`src/rtl/ram32_fifo_sched.sv`:
```
// Stream FIFO built on a single-port 32-entry distributed RAM, with a registered output stage.
// Defining RAM32_FIFO_BYPASS_EN adds a cut-through path into the output stage when the RAM is empty.

module ram32xsp #(
    parameter int unsigned WIDTH = 8
) (
    input  logic             clk,
    input  logic             we,
    input  logic [4:0]       addr,
    input  logic [WIDTH-1:0] datai,
    output logic [WIDTH-1:0] datao
);

    logic [WIDTH-1:0] mem_q [32];

    always_ff @(posedge clk) begin
        if (we) begin
            mem_q[addr] <= datai;
        end
    end

    assign datao = mem_q[addr];

endmodule

module ram32_fifo_sched #(
    parameter int unsigned WIDTH = 8
) (
    input  logic             clk,
    input  logic             rst_n,
    input  logic             flush,
    input  logic [WIDTH-1:0] in_data,
    input  logic             in_valid,
    output logic             in_ready,
    output logic [WIDTH-1:0] out_data,
    output logic             out_valid,
    input  logic             out_ready,
    output logic [5:0]       level
);

    logic [4:0]       wr_ptr_q, wr_ptr_d;
    logic [4:0]       rd_ptr_q, rd_ptr_d;
    logic [5:0]       cnt_q, cnt_d;
    logic             prio_fetch_q, prio_fetch_d;
    logic             out_valid_q, out_valid_d;
    logic [WIDTH-1:0] out_data_q, out_data_d;

    logic             fetch_req;
    logic             wr_ok;
    logic             fetch_gnt;
    logic             wr_gnt;
    logic             bypass;
    logic             ram_we;
    logic [4:0]       ram_addr;
    logic [WIDTH-1:0] ram_rdata;

    assign fetch_req = (cnt_q != 6'd0) & (!out_valid_q | out_ready);
    assign wr_ok     = (cnt_q != 6'd32);
    assign fetch_gnt = fetch_req & (prio_fetch_q | !in_valid | !wr_ok);
    // in_ready must not depend on in_valid, so it only looks at the fetch priority.
    assign in_ready  = wr_ok & !(fetch_req & prio_fetch_q) & !flush;
    assign wr_gnt    = in_valid & in_ready;

`ifdef RAM32_FIFO_BYPASS_EN
    assign bypass = (cnt_q == 6'd0) & (!out_valid_q | out_ready) & wr_gnt;
`else
    assign bypass = 1'b0;
`endif

    assign ram_we   = wr_gnt & !bypass;
    assign ram_addr = ram_we ? wr_ptr_q : rd_ptr_q;

    ram32xsp #(
        .WIDTH (WIDTH)
    ) u_ram (
        .clk   (clk),
        .we    (ram_we),
        .addr  (ram_addr),
        .datai (in_data),
        .datao (ram_rdata)
    );

    always_comb begin
        wr_ptr_d     = wr_ptr_q;
        rd_ptr_d     = rd_ptr_q;
        cnt_d        = cnt_q;
        prio_fetch_d = prio_fetch_q;
        out_valid_d  = out_valid_q;
        out_data_d   = out_data_q;

        if (flush) begin
            wr_ptr_d     = 5'd0;
            rd_ptr_d     = 5'd0;
            cnt_d        = 6'd0;
            prio_fetch_d = 1'b1;
            out_valid_d  = 1'b0;
        end else begin
            // Write and fetch are mutually exclusive, so cnt moves by at most one.
            if (ram_we) begin
                wr_ptr_d = wr_ptr_q + 5'd1;
                cnt_d    = cnt_q + 6'd1;
            end
            if (fetch_gnt) begin
                out_data_d  = ram_rdata;
                out_valid_d = 1'b1;
                rd_ptr_d    = rd_ptr_q + 5'd1;
                cnt_d       = cnt_q - 6'd1;
            end else if (bypass) begin
                out_data_d  = in_data;
                out_valid_d = 1'b1;
            end else if (out_valid_q && out_ready) begin
                out_valid_d = 1'b0;
            end
            if (fetch_req && in_valid && wr_ok) begin
                prio_fetch_d = !prio_fetch_q;
            end
        end
    end

    always_ff @(posedge clk or negedge rst_n) begin
        if (!rst_n) begin
            wr_ptr_q     <= 5'd0;
            rd_ptr_q     <= 5'd0;
            cnt_q        <= 6'd0;
            prio_fetch_q <= 1'b1;
            out_valid_q  <= 1'b0;
            out_data_q   <= '0;
        end else begin
            wr_ptr_q     <= wr_ptr_d;
            rd_ptr_q     <= rd_ptr_d;
            cnt_q        <= cnt_d;
            prio_fetch_q <= prio_fetch_d;
            out_valid_q  <= out_valid_d;
            out_data_q   <= out_data_d;
        end
    end

    assign out_valid = out_valid_q;
    assign out_data  = out_data_q;
    assign level     = cnt_q + {5'd0, out_valid_q};

endmodule
```
`config.mk`:
```
export PLATFORM = sky130hd
export DESIGN_NAME = ram32_fifo_sched
export DESIGN_NICKNAME = d
export VERILOG_FILES = /design/src/rtl/ram32_fifo_sched.sv
export SDC_FILE = /design/constraint.sdc
export NUM_CORES = 1
export LEC_CHECK = 0
export ABC_AREA = 1
export BUFFER_PORTS_ARGS = -buffer_cell sky130_fd_sc_hd__buf_2
export CELL_PAD_IN_SITES_DETAIL_PLACEMENT = 0
export CELL_PAD_IN_SITES_GLOBAL_PLACEMENT = 1
export CORE_MARGIN = 2
export CORE_UTILIZATION = 53
export DETAILED_ROUTE_END_ITERATION = 6
export GPL_TIMING_DRIVEN = 0
export HOLD_SLACK_MARGIN = 0.02
export PLACE_DENSITY_LB_ADDON = 0.1
export SYNTH_ARGS = -nofsm -noshare
export SYNTH_HDL_FRONTEND = slang
export SYNTH_SLANG_ARGS = --single-unit
```
`constraint.sdc`:
```
create_clock -name clk -period 3.76 [get_ports clk]
set_input_delay 0.564 -clock clk [delete_from_list [all_inputs] [get_ports clk]]
set_output_delay 0.564 -clock clk [all_outputs]
set_load 0.005 [all_outputs]
```
# Yosys cells after proc, flatten, opt, wreduce, memory -nomap -nowiden
# Memory sizes are Yosys's and may differ from the RTL's. A register that Yosys moved wholly into a read port is not among the register bits.
# Index checks and enable logic that the tools add are counted.
[totals]
ff_bits = 18
ramBits = 256
inputBits = 13
out_inout_bits = 16
wordCells = 54
memories = 1
[op_classes]
n_addsub = 5
eq_ne = 1
muxes = 15
n_bitwise = 10
reduce_logical = 17
[memory_table]
columns = ["name", "words", "word_bits", "read_ports", "rd_ports_with_merged_regs", "write_ports", "line", "text"]
rows = [
  ["u_ram.mem_q", 32, 8, 1, 1, 1, "14", "logic [WIDTH-1:0] mem_q [32];"],
]
[op_table]
columns = ["operator", "count"]
rows = [
  ["5-bit two-way mux", 5],
  ["6-bit two-way mux", 3],
  ["5-bit by 1-bit adder with 5-bit output, second input constant", 2],
  ["1-bit logical NOT", 7],
  ["1-bit two-way mux", 7],
  ["6-bit by 1-bit adder with 6-bit output", 1],
  ["6-bit by 1-bit adder with 6-bit output, second input constant", 1],
  ["1-bit bitwise AND", 6],
  ["6-bit != test, second input constant", 1],
  ["2-bit nonzero test", 3],
  ["3-bit nonzero test", 2],
  ["6-bit nonzero test", 1],
  ["6-bit by 1-bit subtractor with 6-bit output, second input constant", 1],
  ["1-bit logical AND", 3],
  ["1-bit bitwise OR", 3],
  ["2-bit AND reduction", 1],
  ["1-bit inverter", 1],
]

# Longest topological paths before layout
# Gate-level depths: netlist (run 1).
[depth]
ltp_word = 11
depth_mapped = 19
mapped_depth_nobuf = 17

# Hierarchy
# From an unflattened synthesis (run 1), not the netlist that was laid out.
[unflattened]
cells_unflattened = 1250
hier_area_um2 = 12391.9
[modules_own_cells]
columns = ["mod", "n_inst", "cells_per_inst", "area_each_um2", "seq_area_each_um2"]
rows = [
  ["ram32xsp", 1, 1055, 10827.9, 7687.4],
  ["ram32_fifo_sched", 1, 195, 1564.0, 651.9],
]

# Worst setup path before layout (run 1)
# Ideal clock, no wire load.
[synth_timing]
path_kind = "input-to-reg"
start = "input out_ready"
end = "memory u_ram.mem_q[13][0] (enable)"
setup_ps = 370
t_arrival_ps = 2230
required_ps = 3390
path_slack_ps = 1160
stages = 10
path_buffers = 1
cell_sequence = "inv_1 nand2_1 nand3_1 nand3_2 buf_6 o21ai_4 inv_6 nor3_4 inv_1 nor2_1"
[synth_between]
elab_chain_cells = 9
elab_cells_between_ends = 10
cone_classes = "mux: 3; bitwise: 6; reduce/logical: 1"
[synth_rtl]
columns = ["element", "line", "text"]
rows = [
  ["from (decl)", "37", "input logic out_ready,"],
  ["1-bit bitwise OR *", "57", "assign fetch_req = (cnt_q != 6'd0) & (!out_valid_q | out_ready);"],
  ["1-bit bitwise AND *", "57", ""],
  ["1-bit bitwise AND *", "61", "assign in_ready = wr_ok & !(fetch_req & prio_fetch_q) & !flush;"],
  ["1-bit logical NOT *", "61", ""],
  ["1-bit bitwise AND * (2 in a row)", "61", ""],
  ["1-bit bitwise AND *", "62", "assign wr_gnt = in_valid & in_ready;"],
  ["1-bit two-way mux", "17", "if (we) begin"],
  ["1-bit two-way mux (implied by the code)", "18", "mem_q[addr] <= datai;"],
  ["to (decl)", "14", ""],
]
# Mark *: on every way between the ends. The rest lies on a longest branch, timed or not.

# Worst setup path after layout (run 1)
[layout_timing]
start = "register cnt_q[0]"
end = "memory u_ram.mem_q[20][3] (enable)"
[layout_between]
elab_chain_cells = 9
elab_cells_between_ends = 11
cone_classes = "eq/ne: 1; mux: 3; bitwise: 5; reduce/logical: 2"
[layout_rtl]
columns = ["element", "line", "text"]
rows = [
  ["from (decl)", "43", "logic [5:0] cnt_q, cnt_d;"],
  ["from (signal assigned)", "131", "cnt_q <= cnt_d;"],
  ["6-bit nonzero test", "57", ""],
  ["1-bit bitwise AND", "57", ""],
  ["1-bit bitwise AND", "61", ""],
  ["1-bit logical NOT", "61", ""],
  ["1-bit bitwise AND * (2 in a row)", "61", ""],
  ["1-bit bitwise AND *", "62", ""],
  ["1-bit two-way mux", "17", ""],
  ["1-bit two-way mux (implied by the code)", "18", ""],
]
# Marks and branches as above.

==> results of run 1 <==
flip-flops by register name, indices dropped and copies added, names as in the netlist:
register / count
u_ram.mem_q: 256
out_data: 8
cnt_q: 6
rd_ptr_q: 5
wr_ptr_q: 5
out_valid: 1
prio_fetch_q: 1
how the worst max path moves through the flow:
stage                          from                  to  cells past startpoint
after floorplan           out_ready  u_ram.mem_q[13][0]                     10
after global placement    out_ready  u_ram.mem_q[21][5]                     12
after detailed placement  out_ready  u_ram.mem_q[21][5]                     12
after CTS                  cnt_q[0]   u_ram.mem_q[5][5]                     13
after global routing       cnt_q[1]  u_ram.mem_q[22][7]                     10
final                      cnt_q[0]  u_ram.mem_q[20][3]                      9
worst max-delay path, stage by stage, from the launching register on:
cell and delay, ns:
dfrtp_1 0.46, nor2_1 0.17, nand3_1 0.11, nand3_1 0.14, nand4_1 0.28, buf_2 0.35
buf_1 0.32, inv_1 0.14, nand2_1 0.32, nor2_1 0.77
power groups by stage:
stage          logic (µW)  clock network (µW)  registers (µW)
2_1_floorplan        2250                   0            3690
3_3_place_gp         3320                   0            3700
3_5_place_dp         3350                   0            3700
4_1_cts              3370                3070            3630
5_1_grt              3810                3190            3650
6_report             3380                3030            3630
layout by cell type, fill, tap and decap left out, types with 9 or more instances in the layout:
cell type    n
dfrtp_1     25
clkbuf_16   31
edfxtp_1   256
inv_1       58
buf_2       67
nor2_1      52
nand3_1    141
a21oi_1      9
o21ai_0     13
clkbuf_1    18
nand2_1    584
repair_timing:
| item | in CTS | in global routing |
|---|---|---|
| hold endpoints to repair | 21 | 0 |
| setup endpoints to repair | 16 | 64 |
| pin swaps | 0 | 1 |
| gates resized for setup | 2 | 8 |
| hold buffers | 1 | 0 |
| buffers inserted | 0 | 3 |
area by class of cell:
| class | instances | area, µm² |
|---|---|---|
| Fill cell | 2053 | 9190 |
| Sequential cell | 282 | 8340 |
| Inverter | 61 | 234 |
| Buffer | 58 | 274 |
| Multi-Input combinational cell | 859 | 3780 |
| Clock inverter | 20 | 226 |
| Tap cell | 319 | 399 |
| Clock buffer | 34 | 787 |
| Timing Repair Buffer | 32 | 173 |
stage by stage:
stage / cells / worst slack (ns) / total power [µW] / TNS (ns) / area [µm²]
after CTS: 1662 / -0.0339 / 10100 / -0.994 / 14200
after floorplan: 1260 / 1.16 / 5940 / 0 / 12600
after detailed placement: 1607 / -0.0999 / 7050 / -0.964 / 13100
after global placement: 1607 / -0.100 / 7020 / -0.980 / 13100
final: 1665 / 0.307 / 10000 / 0 / 14200
after global routing: 1665 / 0.0510 / 10700 / 0 / 14200
kinds of logic (layout without fill, tap and decap cells):
kind of cell,count (synthesis),after routing,share of synthesized area [%]
AOI/OAI and AO/OA,32,32,1.57
xor gates and xnor gates,9,9,0.626
buffers and inverters,119,205,4.03
DFF,282,282,66.2
adders and majority gates,9,9,0.953
and+or+nand+nor,809,809,26.6
metal layers:
metal / global-route usage, % / vias up / wire (µm)
met5: 0 / - / 0
li1: - / 4304 / -
met4: 6.61 / 0 / 712
met3: 4.35 / 54 / 2100
met1: 37.5 / 4204 / 14300
met2: 42.0 / 275 / 14700
==> metrics.txt, run 1 <==
Final Util=between 60 and 70%; fraction of registers with async set/reset=under 10%; largest net degree at the start of global routing=33; die height=roughly 160 µm; Row Count=56; TritonCTS buffer count=30; H-tree depth=1; I/O pins=29; dpl hpwl=between 20 and 25 mm; Final Cycle Share=around nine tenths; sequential share of the synthesized area=approximately two thirds; Setup Skew=between 0.006 and 0.007 ns; f_max=between 0.2 and 0.3 GHz; power density over the cells=around 700 mW/mm²; Max-Cap Viols=0; initial DRC count=just over 700; IO Port Bufs=28; vias in the first global route=between 8000 and 9000; Leak=around 0.0059 µW; Peak VDD IR=about 0.38 mV; # clock sinks=between 200 and 300; Final Net Count=roughly 1300; First-pass DRT Iterations=7; Die W=158 µm; Syn Nets=around 1300; top cells by count, synth=nand2_1, edfxtp_1, nand3_1, nor2_1, inv_1; CP arrival=between 3 and 4 ns; gr usage total=about a quarter; Synth area leaders=edfxtp_1, nand2_1, nand3_1, dfrtp_1, nor2_1; antenna violations before repair=0; area overhead of the layout relative to synthesis=12.8%; Via Count=approximately 9000; CTS root buffer=clkbuf_16; Sequential Power Share=between 30% and 40%; setup repair after global routing missed its margin=no; drt total wl=31.7 mm; Final Critical Period=~3.5 ns; global-route wire length before repair=48.1 mm; hold_ws=0.284 ns; Yosys top cell area share=~61%; ANT nets after route=0; Critical Path End Type=flip-flop; Antenna Cells=0; clock network fraction of design power=a little under a third; worst hold path startpoint=flush; Syn Area/Cell=10.0 µm²; startpoint types=flip-flop; die footprint=0.0250 mm²; cell-internal power=~6400 µW; number of flops mapped to enable cells by yosys=256; Synth Flop Type=edfxtp_1; Final Max Slew Viols=0; measured slew at the worst slew-check pin=just over 0.9 ns; R2R cell count=9; final setup fails=0; worst path required time=a little under 4 ns; Max Buffers Root-to-Sink=3; area leader, netlist=edfxtp_1; Remaining Overflow, GRT=0; CP Class=reg2reg; Netlist cell types=32; vias per cell=approximately 5.3; combinational share of power=33.7%; sw frac=between 30% and 40%; HP Class=in2reg; #FFs+latches synth=approximately 280; Final Hold Vio Count=0; run status=complete, no violations; drt wl/cell=approximately 19 µm; FF-to-FF End=u_ram.mem_q[20][3]; CP max FO=10; # DRC=0; most common cell in the netlist=nand2_1; Post-Syn Instances=1260; hold path depth=2; CTS tree=yes; gpl congestion=~0.87; core area=about 0.023 mm²; reg-to-reg slack, setup=0.31 ns; max_slew headroom=39.4%; mapped cell area=between 0.01 and 0.015 mm²; Worst Hold Path EP=out_valid; Starting Density=between 50% and 60%; Clk Latency, worst-skew pair=roughly 0.56 ns; Psw=about 3700 µW; Clock Pin Slew Worst Setup and Hold Paths=about 0.060 ns; Ys Warns=0; share of cells above drive strength 1=between 10 and 15%; RR Startpoint=cnt_q[0]
Power figures use the tool's default switching activity.
==> inputs of run 2 (changes only) <==
--- a/config.mk
+++ b/config.mk
@@ -15,6 +15,7 @@
 export GPL_TIMING_DRIVEN = 0
 export HOLD_SLACK_MARGIN = 0.02
 export PLACE_DENSITY_LB_ADDON = 0.1
+export RECOVER_POWER = 25
 export SYNTH_ARGS = -nofsm -noshare
 export SYNTH_HDL_FRONTEND = slang
 export SYNTH_SLANG_ARGS = --single-unit
==> run 2 against run 1 <==
The flow now finishes with violations (capacitance limit, slew limit). Largest power group unchanged. Sequential cell count stayed put. Total power is essentially flat. Worst setup slack lost 0.0012 ns. Clock skew about the same. Cell count unchanged. Count of clock-buffer cells in the layout unchanged. Combinational power hardly changed. Clock power is essentially flat. Global-route usage unchanged.
==> metrics.txt, run 2 (synthesis results as in run 1) <==
run status=finished, violations left (was complete, no violations); failing checks=capacitance limit, slew limit; Setup Skew=0.00661 ns (was 0.00652 ns); Row Count=56 (unchanged); measured slew at the worst slew-check pin=1.84 ns (was 0.905 ns); CP max FO=10 (unchanged); Critical path buffers and inverters=3 (unchanged); hold path depth=2 (unchanged); Leak=0.00592 µW (was 0.00594 µW); global-route wire length before repair=48.1 mm (unchanged); most common cell after layout, fill and taps aside=nand2_1 (unchanged); antenna violations before repair=0 (unchanged); vias per cell=5.31 (about the same); most frequent cells in the layout=nand2_1, edfxtp_1, nand3_1 (unchanged); setup repair after global routing missed its margin=no (unchanged); Peak VDD IR=0.380 mV (about the same); Die W=158 µm (unchanged); power density over the cells=707 mW/mm² (about the same); startpoint types=flip-flop (unchanged); CP Cell Sequence=nor2_1, nand3_1, nand3_1, nand4_1, buf_2, buf_1, inv_1, nand2_1, nor2_1 (unchanged); I/O pins=29 (unchanged); die footprint=0.0250 mm² (unchanged); area overhead of the layout relative to synthesis=12.7% (was 12.8%); cell count along the critical path=9 (unchanged); Starting Density=53.8% (unchanged); CP max stage delay=0.77 ns (about the same); die height=158 µm (unchanged); Max stage delay cell, worst path=nor2_1 (unchanged); worst path required time=3.94 ns (about the same); drt total wl=31.8 mm (was 31.7 mm); First-pass DRT Iterations=7 (unchanged); share of cells above drive strength 1=10.4% (was 10.9%); R2R cell count=9 (unchanged); dpl hpwl=21.1 mm (unchanged); CP Class=reg2reg (unchanged); initial DRC count=718 (was 724); Clock Pin Slew Worst Setup and Hold Paths=0.06 ns (about the same); Final Util=60.7% (about the same); gr usage total=26.2% (unchanged); register area=0.00834 mm² (unchanged); Via Count=8839 (was 8837); Final Net Count=1346 (unchanged); vias in the first global route=8326 (unchanged); hold_ws=0.283 ns (was 0.284 ns); f_max=0.289 GHz (was 0.290 GHz); cell family with most CP delay=simple AND/OR/NAND/NOR gates (unchanged); H-tree depth=1 (unchanged); Final Cycle Share=91.9% (was 91.8%); Clk Latency, worst-skew pair=0.56 ns (about the same); ANT nets after route=0 (unchanged); Largest Register=u_ram.mem_q (unchanged); max reg flops=256 (unchanged); fillcell total=2055 (was 2053); IO Port Bufs=28 (unchanged); CTS tree=yes (unchanged); Antenna Cells=0 (unchanged); core area=0.0234 mm² (unchanged); drt wl/cell=19.1 µm (about the same); # clock sinks=282 (unchanged); Max-Cap Viols=6 (was 0); final setup fails=0 (unchanged); Final Hold Vio Count=0 (unchanged); Remaining Overflow, GRT=0 (unchanged); HP Class=in2reg (unchanged); Max Buffers Root-to-Sink=3 (unchanged); TritonCTS buffer count=30 (unchanged); CP arrival=3.63 ns (about the same); CTS root buffer=clkbuf_16 (unchanged); Final Max Slew Viols=198 (was 0); Critical Path End Type=flip-flop (unchanged); max_slew headroom=-23.0% (was 39.4%); # DRC=0 (unchanged); largest net degree at the start of global routing=33 (unchanged); Final Critical Period=3.45 ns (about the same); gpl congestion=0.866 (unchanged); Multi-input gate area=0.00378 mm² (unchanged)
==> run 2: cell types whose count changed in the layout (fill, tap and decap cells not counted), sizes merged <==
cell	before	now
buf	74	67
clkbuf	49	56
==> run 2: path summary, 6_finish.rpt <==
kind | slack [ns] | end | from
worst min-delay path | 0.28 | out_valid | flush
max in group asynchronous | 2.83 | out_data[4] | rst_n
min in group asynchronous | 0.54 | cnt_q[3] | rst_n
worst min register to register | 0.53 | rd_ptr_q[4] | rd_ptr_q[4]
worst max register to register | 0.31 | u_ram.mem_q[20][3] | cnt_q[0]
worst max-delay path | 0.31 | u_ram.mem_q[20][3] | cnt_q[0]
==> run 2: cell type report <==
cell class	instances	share of cell area, %
plain buffers	58	1.93
clock buffers	34	5.54
clock inverters	20	1.59
inverters	61	1.65
multi-input cells	859	26.6
flip-flops and latches	282	58.7
well taps	319	2.81
repair buffers	32	1.15
==> run 2: report_power, final <==
group,internal (µW),total [µW],switching [µW]
Combinational,1000,3380,2380
Sequential,3550,3640,88.1
Clock,1830,3030,1200
==> run 2: routing by layer <==
layer	GRT usage, %	part of all wire, %	up-vias
li1	-	-	4304
met5	0	0	-
met4	6.61	2.2	0
met2	42.0	46	281
met3	4.35	6.5	54
met1	37.5	45	4200
==> run 2: metrics by stage <==
stage / TNS (ns) / total power [µW] / cell area [µm²] / cells / worst slack (ns)
2_1_floorplan: 0 / 5940 / 12600 / 1260 / 1.16
3_3_place_gp: -0.980 / 7020 / 13100 / 1607 / -0.100
3_5_place_dp: -0.964 / 7050 / 13100 / 1607 / -0.0999
4_1_cts: -0.994 / 10100 / 14200 / 1662 / -0.0339
5_1_grt: 0 / 10700 / 14200 / 1665 / 0.0510
6_report: 0 / 10000 / 14200 / 1665 / 0.305
==> run 2: what timing repair did <==
action / 4_1_cts / 5_1_grt
endpoints found under the setup margin: 16 / 64
buffers inserted: 0 / 3
hold endpoints to repair: 21 / 0
gates resized for setup: 2 / 8
hold buffers: 1 / 0
pin swaps: 0 / 1
==> inputs of run 3 (changes only) <==
==> constraint.sdc (replaced) <==
create_clock -name clk -period 3.76 [get_ports clk]
set_input_delay 0 -clock clk [delete_from_list [all_inputs] [get_ports clk]]
set_output_delay 0 -clock clk [all_outputs]
set_load 0.005 [all_outputs]
==> run 3 against run 2 <==
The run still ends with capacitance limit, slew limit left. Clock skew increased by 0.0015 ns. Non-clock buffer count increased by 9. Wire length increased by 0.65%. Core utilization increased by 0.43 points. Sequential cell count unchanged. Sequential share of layout area decreased by 0.42 points. First-iteration DRC count increased by 7.7%. Design area increased by 0.71%. Critical path depth unchanged. Clock power about the same. Combinational power about the same. Worst setup slack got worse by 0.038 ns. Critical endpoint unchanged.
==> metrics.txt, run 3 (synthesis results as in run 1) <==
hold_ws=0.0812 ns (was 0.283 ns); CTS tree=yes (unchanged); Leak=0.00597 µW (was 0.00592 µW); ANT nets after route=0 (unchanged); Multi-input gate area=0.00378 mm² (unchanged); initial DRC count=773 (was 718); CP max stage delay=0.78 ns (was 0.77 ns); # DRC=0 (unchanged); Setup WS post-layout=0.267 ns (was 0.305 ns); share of cells above drive strength 1=10.5% (was 10.4%); CP Cell Sequence=nor2_1, nand3_1, nand3_1, nand4_1, buf_2, buf_1, inv_1, nand2_1, nor2_1 (unchanged); Antenna Cells=0 (unchanged); Max stage delay cell, worst path=nor2_1 (unchanged); Final Hold Vio Count=0 (unchanged); Setup WS pre-CTS=-0.0768 ns (was -0.0999 ns); global-route wire length before repair=48.3 mm (was 48.1 mm); Worst Hold Path EP=u_ram.mem_q[3][3] (was out_valid); reg-to-reg slack, setup=0.27 ns (was 0.31 ns); Setup Skew=0.00808 ns (was 0.00661 ns); IO Port Bufs=28 (unchanged); FF-to-FF End=u_ram.mem_q[20][3] (unchanged); CP arrival=3.67 ns (was 3.63 ns); Critical Path End Type=flip-flop (unchanged); Max Buffers Root-to-Sink=3 (unchanged); core area=0.0234 mm² (unchanged); gr usage total=26.3% (was 26.2%); # clock sinks=282 (unchanged); die footprint=0.0250 mm² (unchanged); vias per cell=5.31 (about the same); R2R cell count=9 (unchanged); hold path depth=1 (was 2); Largest Register=u_ram.mem_q (unchanged); f_max=0.286 GHz (was 0.289 GHz); gpl congestion=0.866 (unchanged); Final Critical Period=3.49 ns (was 3.45 ns); die height=158 µm (unchanged); Row Count=56 (unchanged); antenna violations before repair=0 (unchanged); Peak VDD IR=0.384 mV (was 0.380 mV); largest net degree at the start of global routing=33 (unchanged); total chip power=10100 µW (was 10000 µW); drt wl/cell=19.1 µm (about the same); Final Cycle Share=92.9% (was 91.9%); run status=finished, violations left (unchanged); vias in the first global route=8381 (was 8326); Max-Cap Viols=6 (unchanged); Via Count=8897 (was 8839); power density over the cells=703 mW/mm² (was 707 mW/mm²); max reg flops=256 (unchanged); Remaining Overflow, GRT=0 (unchanged); H-tree depth=1 (unchanged); CP Class=reg2reg (unchanged); worst path required time=3.94 ns (about the same); fillcell total=2042 (was 2055); Die W=158 µm (unchanged); most common cell after layout, fill and taps aside=nand2_1 (unchanged); First-pass DRT Iterations=6 (was 7); cell family with most CP delay=simple AND/OR/NAND/NOR gates (unchanged); Clk Latency, worst-skew pair=0.56 ns (about the same); max_slew headroom=-18.0% (was -23.0%); RR Startpoint=cnt_q[0] (unchanged); HP Class=in2reg (unchanged); measured slew at the worst slew-check pin=1.77 ns (was 1.84 ns); Final Max Slew Viols=198 (unchanged); Clock Pin Slew Worst Setup and Hold Paths=0.06 ns (about the same); failing checks=capacitance limit, slew limit (unchanged); register area=0.00834 mm² (unchanged); setup repair after global routing missed its margin=no (unchanged); drt total wl=32.0 mm (was 31.8 mm); Starting Density=53.8% (unchanged); final setup fails=0 (unchanged); Final Net Count=1355 (was 1346); area overhead of the layout relative to synthesis=13.6% (was 12.7%); startpoint types=flip-flop (unchanged); worst hold path startpoint=in_data[3] (was flush); most frequent cells in the layout=nand2_1, edfxtp_1, nand3_1 (unchanged); CTS root buffer=clkbuf_16 (unchanged); setup TNS=0 ns (unchanged); Critical path buffers and inverters=3 (unchanged); TritonCTS buffer count=30 (unchanged); CP max FO=10 (unchanged); dpl hpwl=21.1 mm (unchanged); I/O pins=29 (unchanged)
[run 3: cell count changes in the layout (fill, tap and decap cells not counted), sizes merged]
cell	before	now
buf	67	69
clkbuf	56	55
dlygate4sd3	1	9
[run 3: per-layer routing]
layer	GRT usage (%)	share of wire, %	vias to the layer above
met1	37.6	44	4219
met2	42.3	46	297
met4	6.61	2.3	0
met5	0	0	-
met3	4.35	7.4	55
li1	-	-	4326
[run 3: worst register-to-register path, stage by stage, from the launching register on]
cell and delay (ns):
dfrtp_1 0.46, nor2_1 0.17, nand3_1 0.11, nand3_1 0.14
nand4_1 0.30, buf_2 0.36, buf_1 0.32, inv_1 0.15
nand2_1 0.33, nor2_1 0.78
[run 3: how the worst max path moves through the flow]
stage	start	to	slack [ns]	depth (start not counted)
6_report	cnt_q[0]	u_ram.mem_q[20][3]	0.27	9
5_1_grt	cnt_q[1]	u_ram.mem_q[22][7]	0.06	10
4_1_cts	cnt_q[0]	u_ram.mem_q[5][5]	-0.01	13
3_5_place_dp	cnt_q[0]	u_ram.mem_q[21][5]	-0.08	13
3_3_place_gp	cnt_q[0]	u_ram.mem_q[21][5]	-0.05	13
2_1_floorplan	cnt_q[0]	u_ram.mem_q[13][0]	1.18	10
[run 3: layout make-up]
type                    count  area share [%]
flip-flops and latches    282            58.3
multi-input cells         859            26.4
clock buffers              34            5.50
well taps                 319            2.79
plain buffers              58            1.92
repair buffers             41            1.85
inverters                  61            1.64
clock inverters            20            1.58
[run 3: timing repair]
item	in CTS	in global routing
endpoints found under the hold margin	75	0
setup buffers	0	3
hold buffers	10	0
endpoints found under the setup margin	16	56
resized for setup	2	8
pin swaps	0	1
[run 3: report_power, final]
group	leakage (µW)	internal, µW	switching, µW
Combinational	0.00286	1020	2380
Sequential	0.00263	3550	88.2
Clock	0.000483	1830	1200
Total	0.00597	6400	3670
[run 3: metrics by stage]
stage | instances | area [µm²] | util (%)
4_1_cts | 1671 | 14300 | 61.0
6_report | 1674 | 14300 | 61.1
2_1_floorplan | 1260 | 12600 | -
5_1_grt | 1674 | 14300 | 61.1
3_3_place_gp | 1607 | 13100 | 56.1
3_5_place_dp | 1607 | 13100 | 56.1
